**config.mk**
```make
export PLATFORM = sky130hd
export DESIGN_NAME = serial_mag_cmp_flat
export DESIGN_NICKNAME = d
export VERILOG_FILES = /design/src/rtl/serial_mag_cmp_if.sv /design/src/rtl/serial_mag_cmp.sv /design/src/flat_wrapper.sv
export SDC_FILE = /design/constraint.sdc
export NUM_CORES = 1
export LEC_CHECK = 0
export CAP_MARGIN = 15
export CORE_AREA = 2 2 82 60
export CTS_CLUSTER_SIZE = 40
export DETAILED_ROUTE_END_ITERATION = 10
export DIE_AREA = 0 0 84 62
export PLACE_DENSITY = 0.49
export SYNTH_ARGS = -nofsm -noshare
export SYNTH_HDL_FRONTEND = slang
export SYNTH_SLANG_ARGS = --single-unit
```
**constraint.sdc**
```tcl
create_clock -name clk -period 2.75 [get_ports clk]
set_input_delay 0.55 -clock clk [delete_from_list [all_inputs] [get_ports clk]]
set_output_delay 0.55 -clock clk [all_outputs]
set_load 0.01 [all_outputs]
```
**src/rtl/serial_mag_cmp_if.sv**
```systemverilog
// Handshake and operand/result bundle for serial_mag_cmp.
// The master requests a comparison; the slave returns a registered Gt/Eq/Lt result.
interface serial_mag_cmp_if #(
    parameter int unsigned WIDTH = 8
);
    logic             start;
    logic [WIDTH-1:0] a;
    logic [WIDTH-1:0] b;
    logic             busy;
    logic             done;
    logic             Gt;
    logic             Eq;
    logic             Lt;

    modport master (
        output start, a, b,
        input  busy, done, Gt, Eq, Lt
    );

    modport slave (
        input  start, a, b,
        output busy, done, Gt, Eq, Lt
    );
endinterface

```
**src/rtl/serial_mag_cmp.sv**
```systemverilog
// Multi-cycle unsigned magnitude comparator: one 2-bit slice per clock, MSB slice first,
// stopping at the first unequal slice.
module serial_mag_cmp #(
    parameter int unsigned WIDTH = 8
) (
    input logic             clk,
    input logic             rst,
    serial_mag_cmp_if.slave bus
);
    localparam int unsigned S  = WIDTH / 2;
    localparam int unsigned KW = (S > 1) ? $clog2(S) : 1;

    typedef enum logic {StIdle, StScan} state_e;

    state_e           state_q, state_d;
    logic [KW-1:0]    k_q, k_d;
    logic [WIDTH-1:0] ra_q, ra_d;
    logic [WIDTH-1:0] rb_q, rb_d;
    logic             gt_q, gt_d;
    logic             eq_q, eq_d;
    logic             lt_q, lt_d;
    logic             done_q, done_d;

    logic [1:0] slice_a;
    logic [1:0] slice_b;

    assign slice_a = ra_q[{k_q, 1'b0} +: 2];
    assign slice_b = rb_q[{k_q, 1'b0} +: 2];

    always_ff @(posedge clk or posedge rst) begin
        if (rst) begin
            state_q <= StIdle;
            k_q     <= '0;
            ra_q    <= '0;
            rb_q    <= '0;
            gt_q    <= 1'b0;
            eq_q    <= 1'b0;
            lt_q    <= 1'b0;
            done_q  <= 1'b0;
        end else begin
            state_q <= state_d;
            k_q     <= k_d;
            ra_q    <= ra_d;
            rb_q    <= rb_d;
            gt_q    <= gt_d;
            eq_q    <= eq_d;
            lt_q    <= lt_d;
            done_q  <= done_d;
        end
    end

    always_comb begin
        state_d = state_q;
        k_d     = k_q;
        ra_d    = ra_q;
        rb_d    = rb_q;
        gt_d    = gt_q;
        eq_d    = eq_q;
        lt_d    = lt_q;
        done_d  = 1'b0;

        case (state_q)
            StIdle: begin
                if (bus.start) begin
                    ra_d    = bus.a;
                    rb_d    = bus.b;
                    k_d     = KW'(S - 1);
                    gt_d    = 1'b0;
                    eq_d    = 1'b0;
                    lt_d    = 1'b0;
                    state_d = StScan;
                end
            end
            StScan: begin
                if (slice_a > slice_b) begin
                    gt_d    = 1'b1;
                    done_d  = 1'b1;
                    state_d = StIdle;
                end else if (slice_a < slice_b) begin
                    lt_d    = 1'b1;
                    done_d  = 1'b1;
                    state_d = StIdle;
                end else if (k_q == '0) begin
                    eq_d    = 1'b1;
                    done_d  = 1'b1;
                    state_d = StIdle;
                end else begin
                    k_d = k_q - KW'(1);
                end
            end
            default: state_d = StIdle;
        endcase
    end

    assign bus.busy = (state_q == StScan);
    assign bus.done = done_q;
    assign bus.Gt   = gt_q;
    assign bus.Eq   = eq_q;
    assign bus.Lt   = lt_q;
endmodule

```
**src/flat_wrapper.sv**
```systemverilog
// flat-port wrapper written by rule: the top's interface ports become plain ports
module serial_mag_cmp_flat 
#(
    parameter int unsigned WIDTH = 8
)
  (clk, rst, bus_start, bus_a, bus_b, bus_busy, bus_done, bus_Gt, bus_Eq, bus_Lt);
  serial_mag_cmp_if #(.WIDTH(WIDTH)) bus_i ();
  input logic clk;
  input logic rst;
  input wire logic [$bits(bus_i.start)-1:0] bus_start;
  input wire logic [$bits(bus_i.a)-1:0] bus_a;
  input wire logic [$bits(bus_i.b)-1:0] bus_b;
  output wire logic [$bits(bus_i.busy)-1:0] bus_busy;
  output wire logic [$bits(bus_i.done)-1:0] bus_done;
  output wire logic [$bits(bus_i.Gt)-1:0] bus_Gt;
  output wire logic [$bits(bus_i.Eq)-1:0] bus_Eq;
  output wire logic [$bits(bus_i.Lt)-1:0] bus_Lt;
  assign bus_i.start = bus_start;
  assign bus_i.a = bus_a;
  assign bus_i.b = bus_b;
  assign bus_busy = bus_i.busy;
  assign bus_done = bus_i.done;
  assign bus_Gt = bus_i.Gt;
  assign bus_Eq = bus_i.Eq;
  assign bus_Lt = bus_i.Lt;
  serial_mag_cmp #(.WIDTH(WIDTH)) u_core (.clk(clk), .rst(rst), .bus(bus_i));
endmodule
```
; ---- Word-level counts from Yosys, hierarchy flattened
; Index checks and enable logic that the tools add are counted.
[totals]
regBits = 23
output_inout_bits = 5
[op_classes]
n_bitwise = 1
shifts = 2
n_eq_ne = 7
order_cmp = 2
add_sub_neg = 1
n_mux = 24
n_reduce_logical = 6
[op_table]
columns = op, count
row1 = $shiftx 8x4->2, 2
row2 = $mux 1, 15
row3 = $ne 2x2->1 const B, 7
row4 = $mux 2, 4
row5 = $pmux 1 s2, 4
row6 = $reduce_and 4->1, 2
row7 = $pmux 2 s2, 1
row8 = $reduce_and 2->1, 2
row9 = $reduce_and 3->1, 1
row10 = $gt 2x2->1, 1
row11 = $logic_not 2->1, 1
row12 = $lt 2x2->1, 1
row13 = $sub 2x1->2 const B, 1
row14 = $not 1->1, 1

; ---- Logic depth before layout (Yosys ltp)
[logic_depth]
ltp_word = 5
mapped_depth = 7
mapped_depth_nobuf = 6

; ---- Worst setup path after synthesis
; Ideal clock, no wire load.
[synth_path]
path_kind = register to register
startpoint = register u_core.k_q[0]
endpoint = register u_core.k_q[1]
setup_ns = 0.099
required_time_ns = 2.651
path_stages_with_launch = 7
setup_slack_ns = 0.689
period_less_slack_ns = 2.061
t_arrival_ns = 1.962
cell_sequence = dfrtp_1 -> buf_2 -> mux4_2 -> ha_1 -> nand2_2 -> or3_1 -> a311oi_1
[synth_between]
elab_chain_len = 5
[synth_rtl]
columns = item, line
row1 = from (decl), serial_mag_cmp.sv:16  ; logic [KW-1:0] k_q, k_d;
row2 = from (signal assigned), serial_mag_cmp.sv:42  ; k_q <= k_d;
row3 = "parallel branches: the longest is 5 deep, another holds $lt 2x2->1", --
; Several ways; the timed one is not identified. The select of a mux whose other input is x is not followed.
; A chain may end at the register's enable or synchronous reset.

; ---- Worst setup path after layout
; Ends and elaborated chain as after synthesis.

==> impl_metrics.toml <==
[final_layout]
num_antenna_cells = 0
drive_above_1_share = 0.276
final_cells = 162
nets = 128
syn2layout_area_growth_pct = 31.5
fillers = 461

[floorplanning]
start_util = 0.236
rows = 21
die_w_um = 84
die_h_um = 62
dieArea_mm2 = 0.00521
io_pins = 24
core_area_mm2 = 0.00455

[timing]
rsz0062_at_grt = "no"
max-slew-margin-rel = 0.427
clock_skew_ns = 0.00331
fin_crit_sh = 0.818
worst_pin_slew_ns = 0.858
setup_viol_count_final = 0
setup-tns-final_ns = 0
timing.final.crit_period_ns = 2.25
fmax_ghz = 0.444
finalHoldViolations = 0
slew_violations = 0

[logic_synthesis]
ys_ff_latch = 23
syn_inst = 80
synth_edf_count = 0
synth_cell_types = 25
synth_area_per_cell_um2 = 13.4
seq_area_frac_synth = 0.536
syn_area_mm2 = 0.00107
synth_top_area_frac = 0.536
synth.top_cells.by_count = "dfrtp_1 (23), mux2_2 (15), inv_1 (9), mux4_2 (4), ha_1 (3)"
yosys_most_used_dff = "dfrtp_1"
yosysTopAreaCell = "dfrtp_1"
synthArstFlopShare = 1.00
yosysWarnings = 0
synth_nets = 102
synth.most_common_cell = "dfrtp_1"
yosys-top-cells-area = "dfrtp_1 (54%), mux2_2 (16%), mux4_2 (8.4%)"

[drt]
wl_mm = 1.91
wl_per_cell_um = 11.8
ant_nets = 0
vias = 678
vias_per_cell = 4.19
drtIter0Drc = 13
drc = 0
drtPass1Iterations = 4

[setup_path]
critPathRequiredTime_ns = 2.92
cp.arrival_ns = 2.42
critPathSlowestCell = "mux4_2"
reg2reg_depth = 5
critPathMaxFanout = 7
cpPeakStageDelay_ns = 0.55
critical_path_class = "flop to flop"
cp_cell_sequence = "mux4_2 > ha_1 > nand2_2 > or3_1 > a311oi_1"
end_kind = "flop"
cp-start-kind = "flop"

[clock_network]
cts_setup_buffers = 0
root_buffer = "clkbuf_8"
clk_transition_reported_paths_ns = 0.08
clockBufferDepth = 2
cts_tree = "yes"
cts_buffers = 3
ctsResizeCount = 0
clk_latency_ns = 0.26
postCtsHoldBufs = 0
h-tree-depth = 1
cts_sinks = 23

[pwr]
leakagePower_nw = 0.598
peakVddDrop_mv = 0.338
power.density_mw_per_mm2 = 1050

[status]
status = "complete, no violations"

[grt]
antenna_found_initial = 0
grt_pass1_vias = 740
grt_pass1_wl_mm = 3.39
gr-total-overflow = 0
grt_max_degree = 24
track_usage = 0.0850

[min_path]
hp-class = "flop to flop"
min_path_cells = 1

[placed_design]
port_buffers = 23
hpwl_mm = 1.51
place.gp.congestion = 0.731
placed_cells = 158

[flow_run]
maxCapViolCount = 0
-- path summary, 6_finish.rpt --
kind                                            start                          to  slack [ns]
setup / recovery            u_core.k_q[0]$_DFFE_PP0P_   u_core.k_q[1]$_DFFE_PP0P_        0.50
hold reg to reg            u_core.ra_q[6]$_DFFE_PP0P_  u_core.ra_q[6]$_DFFE_PP0P_        0.50
setup reg to reg            u_core.k_q[0]$_DFFE_PP0P_   u_core.k_q[1]$_DFFE_PP0P_        0.50
min in group asynchronous                         rst  u_core.rb_q[4]$_DFFE_PP0P_        0.76
hold / removal             u_core.ra_q[6]$_DFFE_PP0P_  u_core.ra_q[6]$_DFFE_PP0P_        0.50
max in group asynchronous                         rst   u_core.k_q[0]$_DFFE_PP0P_        1.46
-- per-layer routing --
metal  vias to the layer above  global-route usage  wire length, um
met5                         -                   0                0
met4                         0              0.0276               22
met3                         4              0.0370              127
met2                        20               0.138              847
met1                       322               0.105              912
li1                        332                   -                -
-- per-stage QoR --
stage	total power [W]	cell area (um^2)	worst slack (ns)	util	hold slack, ns
floorplan	0.00110	1070	0.689	-	0.453
global placement	0.00127	1370	0.563	0.300	0.481
detailed placement	0.00129	1370	0.505	0.300	0.484
CTS	0.00151	1410	0.471	0.310	0.505
global route	0.00161	1410	0.346	0.310	0.523
finish	0.00148	1410	0.499	0.310	0.497
-- sequential cells by signal, indices dropped and copies added (netlist names) --
name / cells
u_core.bus.Eq: 1
u_core.bus.Gt: 1
u_core.bus.Lt: 1
u_core.bus.busy: 1
u_core.bus.done: 1
u_core.k_q: 2
u_core.ra_q: 8
u_core.rb_q: 8
-- critical path, delay by kind of cell, from the launching register on --
kind,cells,cell delay [ns]
adder cells (fa/ha/maj),1,0.35
multiplexers,1,0.55
AND/OR/NAND/NOR,2,0.46
flip-flops,1,0.53
AO/OA/AOI/OAI,1,0.27
-- report_power, final --
part | internal (W) | switching, W
logic | 0.000396 | 0.000277
registers | 0.000487 | 0.000112
clock network | 0.000101 | 0.000108
total | 0.000984 | 0.000497
-- layout by cell type, fill, tap and decap left out, types with 2 or more instances in the layout --
cell,count
nor2_1,2
nor2b_1,2
dfrtp_1,23
clkdlybuf4s50_1,23
buf_4,2
inv_1,9
clkbuf_8,3
nor4_1,2
nand2_1,2
ha_1,3
mux2_2,15
mux4_2,4
-- area by class of cell --
type | count | area [um^2] | area share
Multi-Input combinational cell | 44 | 439 | 0.311
Inverter | 9 | 33.8 | 0.0239
Tap cell | 57 | 71.3 | 0.0505
Sequential cell | 23 | 576 | 0.408
Timing Repair Buffer | 25 | 245 | 0.174
Clock inverter | 1 | 5.00 | 0.00355
Clock buffer | 3 | 41.3 | 0.0293
-- logic make-up (layout without fill, tap and decap cells) --
kind of cell / Yosys count / count (layout) / share of synthesized area
multiplexers: 21 / 21 / 0.261
AO/OA/AOI/OAI: 6 / 6 / 0.0408
flip-flops: 23 / 23 / 0.536
AND/OR/NAND/NOR: 14 / 14 / 0.0723
adder cells (fa/ha/maj): 3 / 3 / 0.0350
buffers and inverters: 13 / 38 / 0.0548
Power figures use the tool's default switching activity.
